[src/rtl/tx_send_ctrl.sv]
// tx_send_ctrl: push-button front end for the serial transmitter.
// Synchronizes and debounces the active-low key, turns each accepted press
// into a one-cycle send strobe with the switch byte latched alongside it,
// then holds off further sends for one frame.
module tx_send_ctrl #(
  parameter int DEBOUNCE_CYCLES = 500000,
  parameter int FRAME_CYCLES    = 10,
  parameter int DATA_W          = 8
) (
  input  logic              CLOCK_50,
  input  logic              resetN,
  input  logic              key_n,
  input  logic [DATA_W-1:0] sw_data,
  output logic              send,
  output logic [DATA_W-1:0] tx_data,
  output logic              busy,
  output logic              overrun,
  output logic [7:0]        press_count
);

  localparam int CW = (DEBOUNCE_CYCLES > 2) ? $clog2(DEBOUNCE_CYCLES) : 1;
  localparam int HW = $clog2(FRAME_CYCLES + 1);
  localparam logic [CW-1:0] DB_LAST   = CW'(DEBOUNCE_CYCLES - 1);
  localparam logic [HW-1:0] HOLD_INIT = HW'(FRAME_CYCLES - 1);

  typedef enum logic [1:0] {IDLE, SEND, HOLD} state_t;

  state_t        state, state_nxt;
  logic          key_meta, key_s, key_db;
  logic [CW-1:0] db_cnt;
  logic [HW-1:0] hold_cnt;
  logic          press;

  // Two-flop synchronizer; resets to the released level.
  always_ff @(posedge CLOCK_50 or negedge resetN) begin
    if (!resetN) begin
      key_meta <= 1'b1;
      key_s    <= 1'b1;
    end else begin
      key_meta <= key_n;
      key_s    <= key_meta;
    end
  end

  // Debouncer: a new level must persist DEBOUNCE_CYCLES edges; any bounce
  // back to the current level restarts the count.
  always_ff @(posedge CLOCK_50 or negedge resetN) begin
    if (!resetN) begin
      key_db <= 1'b1;
      db_cnt <= '0;
    end else if (key_s == key_db) begin
      db_cnt <= '0;
    end else if (db_cnt == DB_LAST) begin
      key_db <= key_s;
      db_cnt <= '0;
    end else begin
      db_cnt <= db_cnt + CW'(1);
    end
  end

  // Only the falling (pressed) debounced transition is an event; releases are ignored.
  assign press = (key_s != key_db) && (db_cnt == DB_LAST) && !key_s;

  // State register.
  always_ff @(posedge CLOCK_50 or negedge resetN) begin
    if (!resetN) state <= IDLE;
    else         state <= state_nxt;
  end

  // Next state and Moore outputs; outputs derive from state alone so reset clears them at once.
  always_comb begin
    state_nxt = state;
    send      = 1'b0;
    busy      = 1'b0;
    case (state)
      IDLE: if (press) state_nxt = SEND;
      SEND: begin
        send      = 1'b1;
        busy      = 1'b1;
        state_nxt = HOLD;
      end
      HOLD: begin
        busy = 1'b1;
        if (hold_cnt == '0) state_nxt = IDLE;
      end
      default: state_nxt = IDLE;
    endcase
  end

  // Data capture, send counter, holdoff counter and sticky overrun flag.
  always_ff @(posedge CLOCK_50 or negedge resetN) begin
    if (!resetN) begin
      tx_data     <= '0;
      press_count <= '0;
      hold_cnt    <= '0;
      overrun     <= 1'b0;
    end else begin
      if (press && state == IDLE) tx_data <= sw_data;
      if (press && state != IDLE) overrun <= 1'b1;
      if (state == SEND) begin
        press_count <= press_count + 8'd1;
        hold_cnt    <= HOLD_INIT;
      end else if (state == HOLD && hold_cnt != '0) begin
        hold_cnt <= hold_cnt - HW'(1);
      end
    end
  end

endmodule

[config.mk]
export PLATFORM = sky130hd
export DESIGN_NAME = tx_send_ctrl
export DESIGN_NICKNAME = d
export VERILOG_FILES = /design/src/rtl/tx_send_ctrl.sv
export SDC_FILE = /design/constraint.sdc
export NUM_CORES = 1
export LEC_CHECK = 0
export ABC_AREA = 1
export CORE_MARGIN = 4
export CORE_UTILIZATION = 45
export CTS_BUF_LIST = sky130_fd_sc_hd__clkbuf_4 sky130_fd_sc_hd__clkbuf_8
export DETAILED_ROUTE_END_ITERATION = 10
export GPL_ROUTABILITY_DRIVEN = 1
export PLACE_DENSITY = 0.65
export SETUP_SLACK_MARGIN = 0.02
export SLEW_MARGIN = 0
export SYNTH_ARGS = -nofsm -noshare
export SYNTH_HDL_FRONTEND = slang
export SYNTH_SLANG_ARGS = --single-unit
export TNS_END_PERCENT = 10
[constraint.sdc]
create_clock -name CLOCK_50 -period 2.2 [get_ports CLOCK_50]
set_clock_uncertainty 0.2 [all_clocks]
set_input_delay 0.44 -clock CLOCK_50 [delete_from_list [all_inputs] [get_ports CLOCK_50]]
set_output_delay 0.44 -clock CLOCK_50 [all_outputs]
set_load 0.02 [all_outputs]
After elaboration in Yosys (flattened, before gate mapping)
Index checks and enable logic that the tools add are counted.

Bits in registers: 45. Bits of input ports: 11. Output and inout bits: 19. Word-level logic and storage cells: 43.

$add $sub $neg: 3. Eq/ne operators: 7. Muxes and demuxes: 9. Bitwise logic cells: 1. Reductions and logical operators: 14.

Operator list (number): $mux W19 (2); $add A19 B1 Y19 const B (1); $eq A19 B19 Y1 const B (1); $add A8 B1 Y8 const B (1); $mux W4 (2); $pmux W2 S3 (1); $logic_and A1 B1 Y1 (5); $logic_not A4 Y1 (1); $mux W2 (2); $ne A2 B2 Y1 const B (2); $reduce_and A2 Y1 (2); $reduce_bool A2 Y1 (2); $reduce_bool A4 Y1 (1); $sub A4 B1 Y4 const B (1); $eq A2 B1 Y1 const B (1); $eq A2 B2 Y1 const B (1); $logic_not A2 Y1 (1); $mux W1 (2); $reduce_or A2 Y1 (1); $eq A1 B1 Y1 (1); $logic_not A1 Y1 (1); $ne A1 B1 Y1 (1); $not A1 Y1 (1).

Logic depth before layout (Yosys ltp)
Depth in word-level cells: 5. Depth in mapped cells: 10.

Worst setup path after synthesis
No wires, ideal clock.

Path kind: register to register. From: register state[1]. To: register press_count[6]. Arrival time: 1.452 ns. Setup slack: 0.425 ns. Cell stages (with the launch flop): 8. Path buffers: 1. Clock period less this slack: 1.775 ns. Cells stage by stage: dfrtp_1 -> inv_1 -> ha_1 -> clkbuf_1 -> nand3_1 -> inv_1 -> nand3_1 -> xor2_1.

Word-level cells in the longest chain between the ends: 1.

Ends and longest elaborated chain: from (decl) (RTL line 28) `state_t state, state_nxt;`; from (signal assigned) (RTL line 67) `else state <= state_nxt;`; $eq A2 B1 Y1 (RTL line 100) `if (state == SEND) begin`; to (signal assigned) (RTL line 101) `press_count <= press_count + 8'd1;`; to (decl) (RTL line 18) `output logic [7:0] press_count`.

No other way between the ends. A chain may end at the register's enable or synchronous reset.

Worst setup path in the final report
From: register state[0]. To: output busy.

Word-level cells in the longest chain between the ends: 3.

Ends and longest elaborated chain: $eq A2 B1 Y1 / $eq A2 B2 Y1 (equally long branches) (RTL line 75) `case (state)`; $reduce_or A2 Y1 (no source line) (*); $mux W1 (*) (RTL line 75); to (decl) (RTL line 16) `output logic busy,`.

Every way passes the cells marked *; elsewhere a longest branch is shown, timed or not.

==> metrics.csv <==
metric,value,unit
final hold violations,0,
Buffers on Ports,29,
nets@finish,348,
Hold WC Path Type,reg2reg,
layout cells sized above 1,9.06,%
sequential share of the synthesized area,47.2,%
Reg-to-Reg End,press_count[7],
cell area after layout,2880,um2
worst reg2reg startpoint,state[1],
"flops & latches, synth",45,
Avg WL per Cell,12.3,um
vias in the first global route,1916,
drt first pass iters,4,
Worst EP arrival,1.33,ns
max-cap viol count,0,
Setup Viol. Count Final,0,
via count,1968,
clk sinks,45,
CTS HTree Levels,2,
maximum vdd drop,0.385,mV
Site Rows,26,
Yosys warning count,0,
Worst Setup End Kind,output port,
Syn Area/Cell,8.14,um2
Slew HR,62.3,%
total power,1.41,mW
first-pass GRT wire length,8.74,mm
detailed placer's ending HPWL,3.77,mm
DRT antenna net count,0,
Syn-to-layout area delta,20.4,%
critical path startpoint category,flip-flop,
fin crit period,1.97,ns
Clock Latency Late Sink,0.29,ns
Cell Pwr Density,491,nW/um2
die width,80.9,um
antenna violations before repair,0,
status,finished clean,
DRT iter0 DRCs,122,
Die ar.,6550,um2
Worst Path Max Fanout,3,
setup TNS,0,ns
CTS tree,yes,
Antenna diodes,0,
Post-Syn Instances,294,
Crit Path Class,reg2out,
cts bufs inserted,5,
io pins,30,
fin crit share,89.6,%
worst path required time,1.56,ns
Post-Route WL,4.93,mm
worst slew pin tran,0.561,ns
"Distinct cells, synth",31,
Hold EP,key_s,
clock transition at the registers of the reported paths,0.07,ns
R2R cell count,8,
max-slew violation count,0,
Sequential cell area,1130,um2
critical hold path startpoint,key_meta,
Netlist Area Pre-Place,2390,um2
Reg2Reg Setup Slack,0.23,ns
CTS Root Cell,clkbuf_8,
Syn Nets,312,
via density per instance,4.91,
die height,80.9,um
DP Area,2780,um2
core box area,5140,um2
leakage,1.30,nW
Final GP Congestion,0.849,
Hold Path Depth,0,
"Setup Fix Bufs, Post-CTS",0,
RSZ-0062 raised after global routing,no,
largest net degree at the start of global routing,26,
initial cell density of the core,46.5,%
DRC Markers,0,
Clock Path Buffers,2,
overall routing resource usage,16.8,%
# fillers,495,
FMAX,0.507,GHz
Multi-input gate area,1090,um2
GR Overflow Total,0,
## sequential cells by signal (all words and copies together), names as in the netlist
name and count:
key_s 1, tx_data 8, db_cnt 19, key_meta 1
hold_cnt 4, press_count 8, state 2, overrun 1
key_db 1
## worst max-delay path by stage
stage                        start             end  slack [ns]  cells past startpoint
after CTS                 state[1]  press_count[7]        0.20                      8
final                     state[0]            busy        0.23                      3
after global routing      state[1]  press_count[7]        0.06                      8
after floorplan           state[1]  press_count[6]        0.43                      7
after detailed placement  state[1]  press_count[7]        0.21                      8
after global placement    state[1]  press_count[7]        0.25                      8
## logic make-up after synthesis
kind of cell	after synthesis	synth area share, %
xor+xnor	15	5.49
fa+ha+maj	7	3.66
simple gates	172	33.9
compound gates	10	2.41
buf+inv	45	7.27
flops	45	47.2
## power breakdown
group          switching [mW]  internal, mW
combinational          0.0331        0.0256
clock                   0.267         0.248
sequential            0.00610         0.834
## cell usage in the layout (no fill, tap or decap), types with 3 or more instances in the layout
cell,netlist,layout
nand2_1,71,71
o21ai_0,3,3
nand3_1,15,15
clkbuf_8,0,5
nor3_1,14,14
dfrtp_1,42,42
inv_1,35,35
dfstp_2,3,3
buf_4,1,3
clkdlybuf4s50_1,0,26
xor2_1,12,12
nor2_1,41,41
inv_2,3,3
nand4_1,18,18
ha_1,7,7
a21oi_1,4,4
xnor2_1,3,3
## Yosys cell counts
cell type	n	area share (%)
nand2_1	71	11
dfrtp_1	42	44
nor2_1	41	6.4
inv_1	35	5.5
nand4_1	18	4.7
nand3_1	15	3.1
nor3_1	14	2.9
xor2_1	12	4.4
ha_1	7	3.7
a21oi_1	4	0.84
clkbuf_1	3	0.47
dfstp_2	3	3.3
inv_2	3	0.47
o21ai_0	3	0.63
xnor2_1	3	1.1
clkinv_1	2	0.31
nand3b_1	2	0.63
nor2_2	2	0.52
nor2_4	2	0.94
a211oi_1	1	0.31
buf_2	1	0.21
buf_4	1	0.31
nand2_2	1	0.26
nand2_4	1	0.47
nand3_2	1	0.42
nand3_4	1	0.73
nand4_2	1	0.52
nor3_2	1	0.42
nor3_4	1	0.68
o21a_1	1	0.31
o21bai_1	1	0.31
## per-layer routing
metal | vias to the layer above | part of all wire, % | wire length (um) | GRT usage [%]
met5 | - | 0 | 0 | 0
met4 | 0 | 1.4 | 68 | 4.22
met3 | 8 | 4.1 | 202 | 3.55
met2 | 41 | 47 | 2290 | 26.4
met1 | 914 | 48 | 2360 | 23.7
li1 | 1005 | - | - | -
## critical path, stage by stage (launching register included)
cell and delay [ns]:
dfrtp_1 0.38, inv_1 0.07, ha_1 0.28, dlygate4sd2_1 0.32
## metrics by stage
stage / util, % / setup slack (ns) / hold WS [ns] / std cells
after floorplan: - / 0.425 / -0.0556 / 294
after CTS: 56.0 / 0.205 / 0.159 / 401
final: 56.0 / 0.229 / 0.160 / 401
after detailed placement: 54.2 / 0.210 / 0.148 / 392
after global routing: 56.0 / 0.0631 / 0.171 / 401
after global placement: 54.2 / 0.254 / 0.155 / 392
## final cells by class
type                            count  share of cell area [%]
Timing Repair Buffer               34                    11.6
Multi-Input combinational cell    204                    37.8
Tap cell                           70                    3.04
Clock buffer                        7                    2.91
Inverter                           40                    5.21
Clock inverter                      1                   0.174
Sequential cell                    45                    39.2
## repair_timing
action                                  CTS  global route
endpoints found under the setup margin    2             0
hold endpoints to repair                 17             0
hold buffers                              1             0
resized for setup                         2             0
Note: power is estimated with default switching activity, not from simulation.
==> variant 1: new RTL, config.mk and constraints unchanged <==
Change the parameter `FRAME_CYCLES` from 10 to 9.
--- a/src/rtl/tx_send_ctrl.sv
+++ b/src/rtl/tx_send_ctrl.sv
@@ -5,5 +5,5 @@
 module tx_send_ctrl #(
   parameter int DEBOUNCE_CYCLES = 500000,
-  parameter int FRAME_CYCLES    = 10,
+  parameter int FRAME_CYCLES    = 9,
   parameter int DATA_W          = 8
 ) (
Formal check against the unedited RTL: same outputs for any inputs over 10 cycles, from zero or initial values and one cycle with resetN low; that may be too few to reach the edited logic, so the function may still have changed.
==> variant 1 against the unedited design <==
Register-to-register slack better by 100 ps; synthesized area increased by 0.63%; sequential power is essentially flat; sequential cell count did not move; core utilization is 0.51 points higher; count of clock-buffer cells in the layout unchanged; combinational power is 10% lower; hold slack got worse by 160 ps; global-route usage down 0.31 points; setup slack got worse by 2.9 ps; maximum frequency decreased by 0.15%; power up 1.1%; final area is 0.91% higher; routed wire length up 0.69%; largest power group unchanged.
==> variant 1: results <==
{
  "yosysUniqueCellTypes": 29,
  "crit_family": "buffers and inverters",
  "rrSetupSlack_ps": 330,
  "placed_area_um2": 2810,
  "synthTopCellsByArea": "dfrtp_1, nand2_1, nor2_1",
  "drtIter0Drc": 166,
  "route.met3.wl_um": 268,
  "port_buffers": 29,
  "fin_nets": 351,
  "drt-met1-wl_um": 2460,
  "synth.avg_cell_area_um2": 8.16,
  "outcome": "completed",
  "slowest_stage": "dfrtp_1",
  "path_clk_slew_ps": 80,
  "min_path_type": "in2async",
  "p_leak_nw": 1.27,
  "power.internal_mw": 1.12,
  "nFillCells": 507,
  "yosysSeqAreaShare": 0.469,
  "critPathArrivalTime_ps": 1330,
  "antenna_cells": 0,
  "critPathCapture": "busy",
  "top_regs": "db_cnt x19, press_count x8, tx_data x8",
  "drt_first_pass_iters": 4,
  "period_share": 0.897,
  "final_cells": 404,
  "reg2reg_from": "db_cnt[0]$_DFF_PN0_",
  "drt-total-wl_um": 4960,
  "antenna_found_initial": 0,
  "cts_buffers": 5,
  "regMostFlops": "db_cnt",
  "worstPathMaxFanout": 3,
  "clock_insertion_delay_worst_skew_ps": 290,
  "cts.repair.resized": 2,
  "gp_congestion": 0.944,
  "grt_pass1_vias": 1923,
  "critPathLaunch": "state[1]$_DFFE_PN0P_",
  "drive_gt1_frac": 0.120,
  "ir_drop_mv": 0.441,
  "htree_levels": 2,
  "cts_buffer_depth": 2,
  "dp_slack_ps": 167,
  "r2r_end": "tx_data[4]$_DFFE_PN0P_",
  "dp_hpwl_um": 3750,
  "vias": 1969,
  "grt_pass1_wl_um": 8500,
  "synthArstFlopShare": 1.00,
  "worst_pin_slew_ps": 554,
  "synthFlopType": "dfrtp_1",
  "grt_max_degree": 46,
  "top_layer_used": "met4",
  "synthesis.nets": 313,
  "met2_wirelength_um": 2180,
  "grt_util_all_layers": 0.165,
  "rr_worst_depth": 7,
  "clockRootBuffer": "clkbuf_8",
  "ys_top_cells_by_count": "nand2_1, dfrtp_1, nor2_1"
}
==> variant 1: cell count changes in the layout (fill, tap and decap cells not counted), sizes merged, moves of 2 or more <==
cell / change
a21oi: +2
clkinv: -3
nand2: +6
nand4: -2
nor2: -2
==> variant 1: metal layers <==
layer	global-route usage	vias up
met3	0.0377	4
met4	0.0405	0
met1	0.223	907
met2	0.268	38
li1	-	1020
met5	0	-
==> variant 1: cell families after synthesis <==
| group | count (synthesis) | share of synthesized area |
|---|---|---|
| AOI/OAI and AO/OA | 11 | 0.0260 |
| and+or+nand+nor | 176 | 0.352 |
| DFF | 45 | 0.469 |
| adders and majority gates | 7 | 0.0364 |
| xor gates and xnor gates | 14 | 0.0509 |
| buffers and inverters | 42 | 0.0655 |
==> variant 1: power by group through the flow <==
stage	clock network [mW]	logic [mW]	registers, mW
floorplan	0	0.0161	0.855
global placement	0	0.0557	0.856
detailed placement	0	0.0550	0.856
CTS	0.553	0.0552	0.840
global route	0.583	0.0622	0.841
finish	0.536	0.0528	0.840
==> variant 1: layout make-up <==
class                           count  area share
Clock buffer                        7      0.0310
Clock inverter                      1     0.00258
Inverter                           39      0.0504
Multi-Input combinational cell    208       0.387
Sequential cell                    45       0.389
Tap cell                           70      0.0301
Timing Repair Buffer               34       0.110
==> variant 1: stage by stage <==
step            util  hold WS (ps)
6_report       0.565          1.28
5_1_grt        0.565          68.2
4_1_cts        0.565          31.7
3_5_place_dp   0.546           148
3_3_place_gp   0.546           148
2_1_floorplan      -         -55.6
==> variant 2: new RTL, same settings <==
Without the edit above. One comparison of `db_cnt` changes from == to >=.
--- a/src/rtl/tx_send_ctrl.sv
+++ b/src/rtl/tx_send_ctrl.sv
@@ -60,5 +60,5 @@
 
   // Only the falling (pressed) debounced transition is an event; releases are ignored.
-  assign press = (key_s != key_db) && (db_cnt == DB_LAST) && !key_s;
+  assign press = (key_s != key_db) && (db_cnt >= DB_LAST) && !key_s;
 
   // State register.
Behaviour: no difference found for any inputs over 10 cycles, from zero or initial values and one cycle with resetN low; that may be too few to reach the edited logic, so the function may still have changed.
==> variant 2 against the unedited design <==
Synthesized cell count decreased by 5.1%; core utilization increased by 0.28 points; sequential power about the same; power increased by 9.8%; routed wire length decreased by 3.8%; setup slack got worse by 37 ps; sequential share of layout area increased by 0.051 points; synthesized area decreased by 0.89%; final area decreased by 0.13%; clock power increased by 28%; count of clock-buffer cells in the layout unchanged; critical path depth unchanged; sequential cell count unchanged.
==> variant 2: results <==
{
  "ir_drop_mv": 0.338,
  "worstHoldStart": "key_meta$_DFF_PN1_",
  "dp_hpwl_um": 3660,
  "placed_area_um2": 2750,
  "critPathArrivalTime_ps": 1370,
  "rr_worst_depth": 11,
  "slowest_stage": "dfrtp_1",
  "htree_levels": 2,
  "synth_warnings": 0,
  "antenna_cells": 0,
  "drtIter0Drc": 50,
  "final_cells": 387,
  "grt_max_degree": 24,
  "r2r_end": "tx_data[6]$_DFFE_PN0P_",
  "reg2reg_from": "db_cnt[0]$_DFF_PN0_",
  "route.met3.wl_um": 191,
  "drt_first_pass_iters": 4,
  "dp_cells": 378,
  "antenna_found_initial": 0,
  "top_layer_used": "met4",
  "synthFlopType": "dfrtp_1",
  "ys_top_cells_by_count": "nand2_1, dfrtp_1, nor2_1",
  "drt-total-wl_um": 4740,
  "yosysUniqueCellTypes": 35,
  "top_regs": "db_cnt x19, press_count x8, tx_data x8",
  "grt_util_all_layers": 0.165,
  "grt_pass1_wl_um": 8410,
  "met2_wirelength_um": 2270,
  "worstPathMaxFanout": 3,
  "min_path_type": "reg2reg",
  "worstHoldPathCells": 0,
  "rrSetupSlack_ps": 290,
  "worst_pin_slew_ps": 513,
  "drive_gt1_frac": 0.136,
  "clock_insertion_delay_worst_skew_ps": 290,
  "synth.avg_cell_area_um2": 8.50,
  "yosysSeqAreaShare": 0.477,
  "crit_family": "buffers and inverters",
  "nFillCells": 497,
  "clockRootBuffer": "clkbuf_8",
  "synthTopCellsByArea": "dfrtp_1, nand2_1, nor2_1",
  "cts_buffers": 5,
  "port_buffers": 29,
  "drt-met1-wl_um": 2220,
  "p_leak_nw": 1.27,
  "fin_nets": 334,
  "synthArstFlopShare": 1.00,
  "cpPeakStageDelay_ps": 380,
  "path_clk_slew_ps": 80,
  "vias": 1857,
  "cts_setup_buffers": 0,
  "synthesis.nets": 297,
  "multi_input_area_um2": 1070,
  "outcome": "completed",
  "cts_buffer_depth": 2,
  "gp_congestion": 0.871,
  "whs_endpoint": "key_s$_DFF_PN1_"
}
variant 2: routing by layer:
metal | vias up | track usage
met5 | - | 0
met4 | 0 | 0.0524
met3 | 5 | 0.0493
met2 | 27 | 0.269
met1 | 866 | 0.209
li1 | 959 | -
variant 2: power by group:
| group | switching (mW) | internal, mW |
|---|---|---|
| logic | 0.0300 | 0.0240 |
| registers | 0.00593 | 0.834 |
| clock network | 0.276 | 0.383 |
variant 2: per-stage QoR:
stage	power (mW)	setup slack [ps]	hold slack [ps]
after global routing	1.61	78.3	166
after detailed placement	0.911	252	150
final	1.55	192	159
after CTS	1.58	179	162
after floorplan	0.869	443	-55.6
after global placement	0.911	270	146
variant 2: worst max-delay path by stage:
stage / from / to / slack, ps
after global placement: state[0]$_DFFE_PN0P_ / busy / 270
after detailed placement: state[0]$_DFFE_PN0P_ / busy / 250
final: state[0]$_DFFE_PN0P_ / busy / 190
after CTS: state[0]$_DFFE_PN0P_ / busy / 180
after floorplan: state[1]$_DFFE_PN0P_ / press_count[7]$_DFFE_PN0P_ / 440
after global routing: db_cnt[0]$_DFF_PN0_ / tx_data[7]$_DFFE_PN0P_ / 80
variant 2: cells by family after synthesis:
logic type / synth area share
AND/OR/NAND/NOR: 0.307
flip-flops: 0.477
buffers and inverters: 0.0712
AO/OA/AOI/OAI: 0.0607
XOR/XNOR: 0.0480
adder cells (fa/ha/maj): 0.0369
variant 2: final cells by class:
cell class	count	area share
Clock inverter	1	0.0104
Sequential cell	45	0.393
Timing Repair Buffer	34	0.112
Inverter	38	0.0500
Clock buffer	7	0.0313
Tap cell	70	0.0304
Multi-Input combinational cell	192	0.373
variant 2: what timing repair did:
action | CTS | global route
hold buffers | 1 | 0
setup endpoints to repair | 2 | 0
gates resized for setup | 2 | 0
hold endpoints to repair | 18 | 0
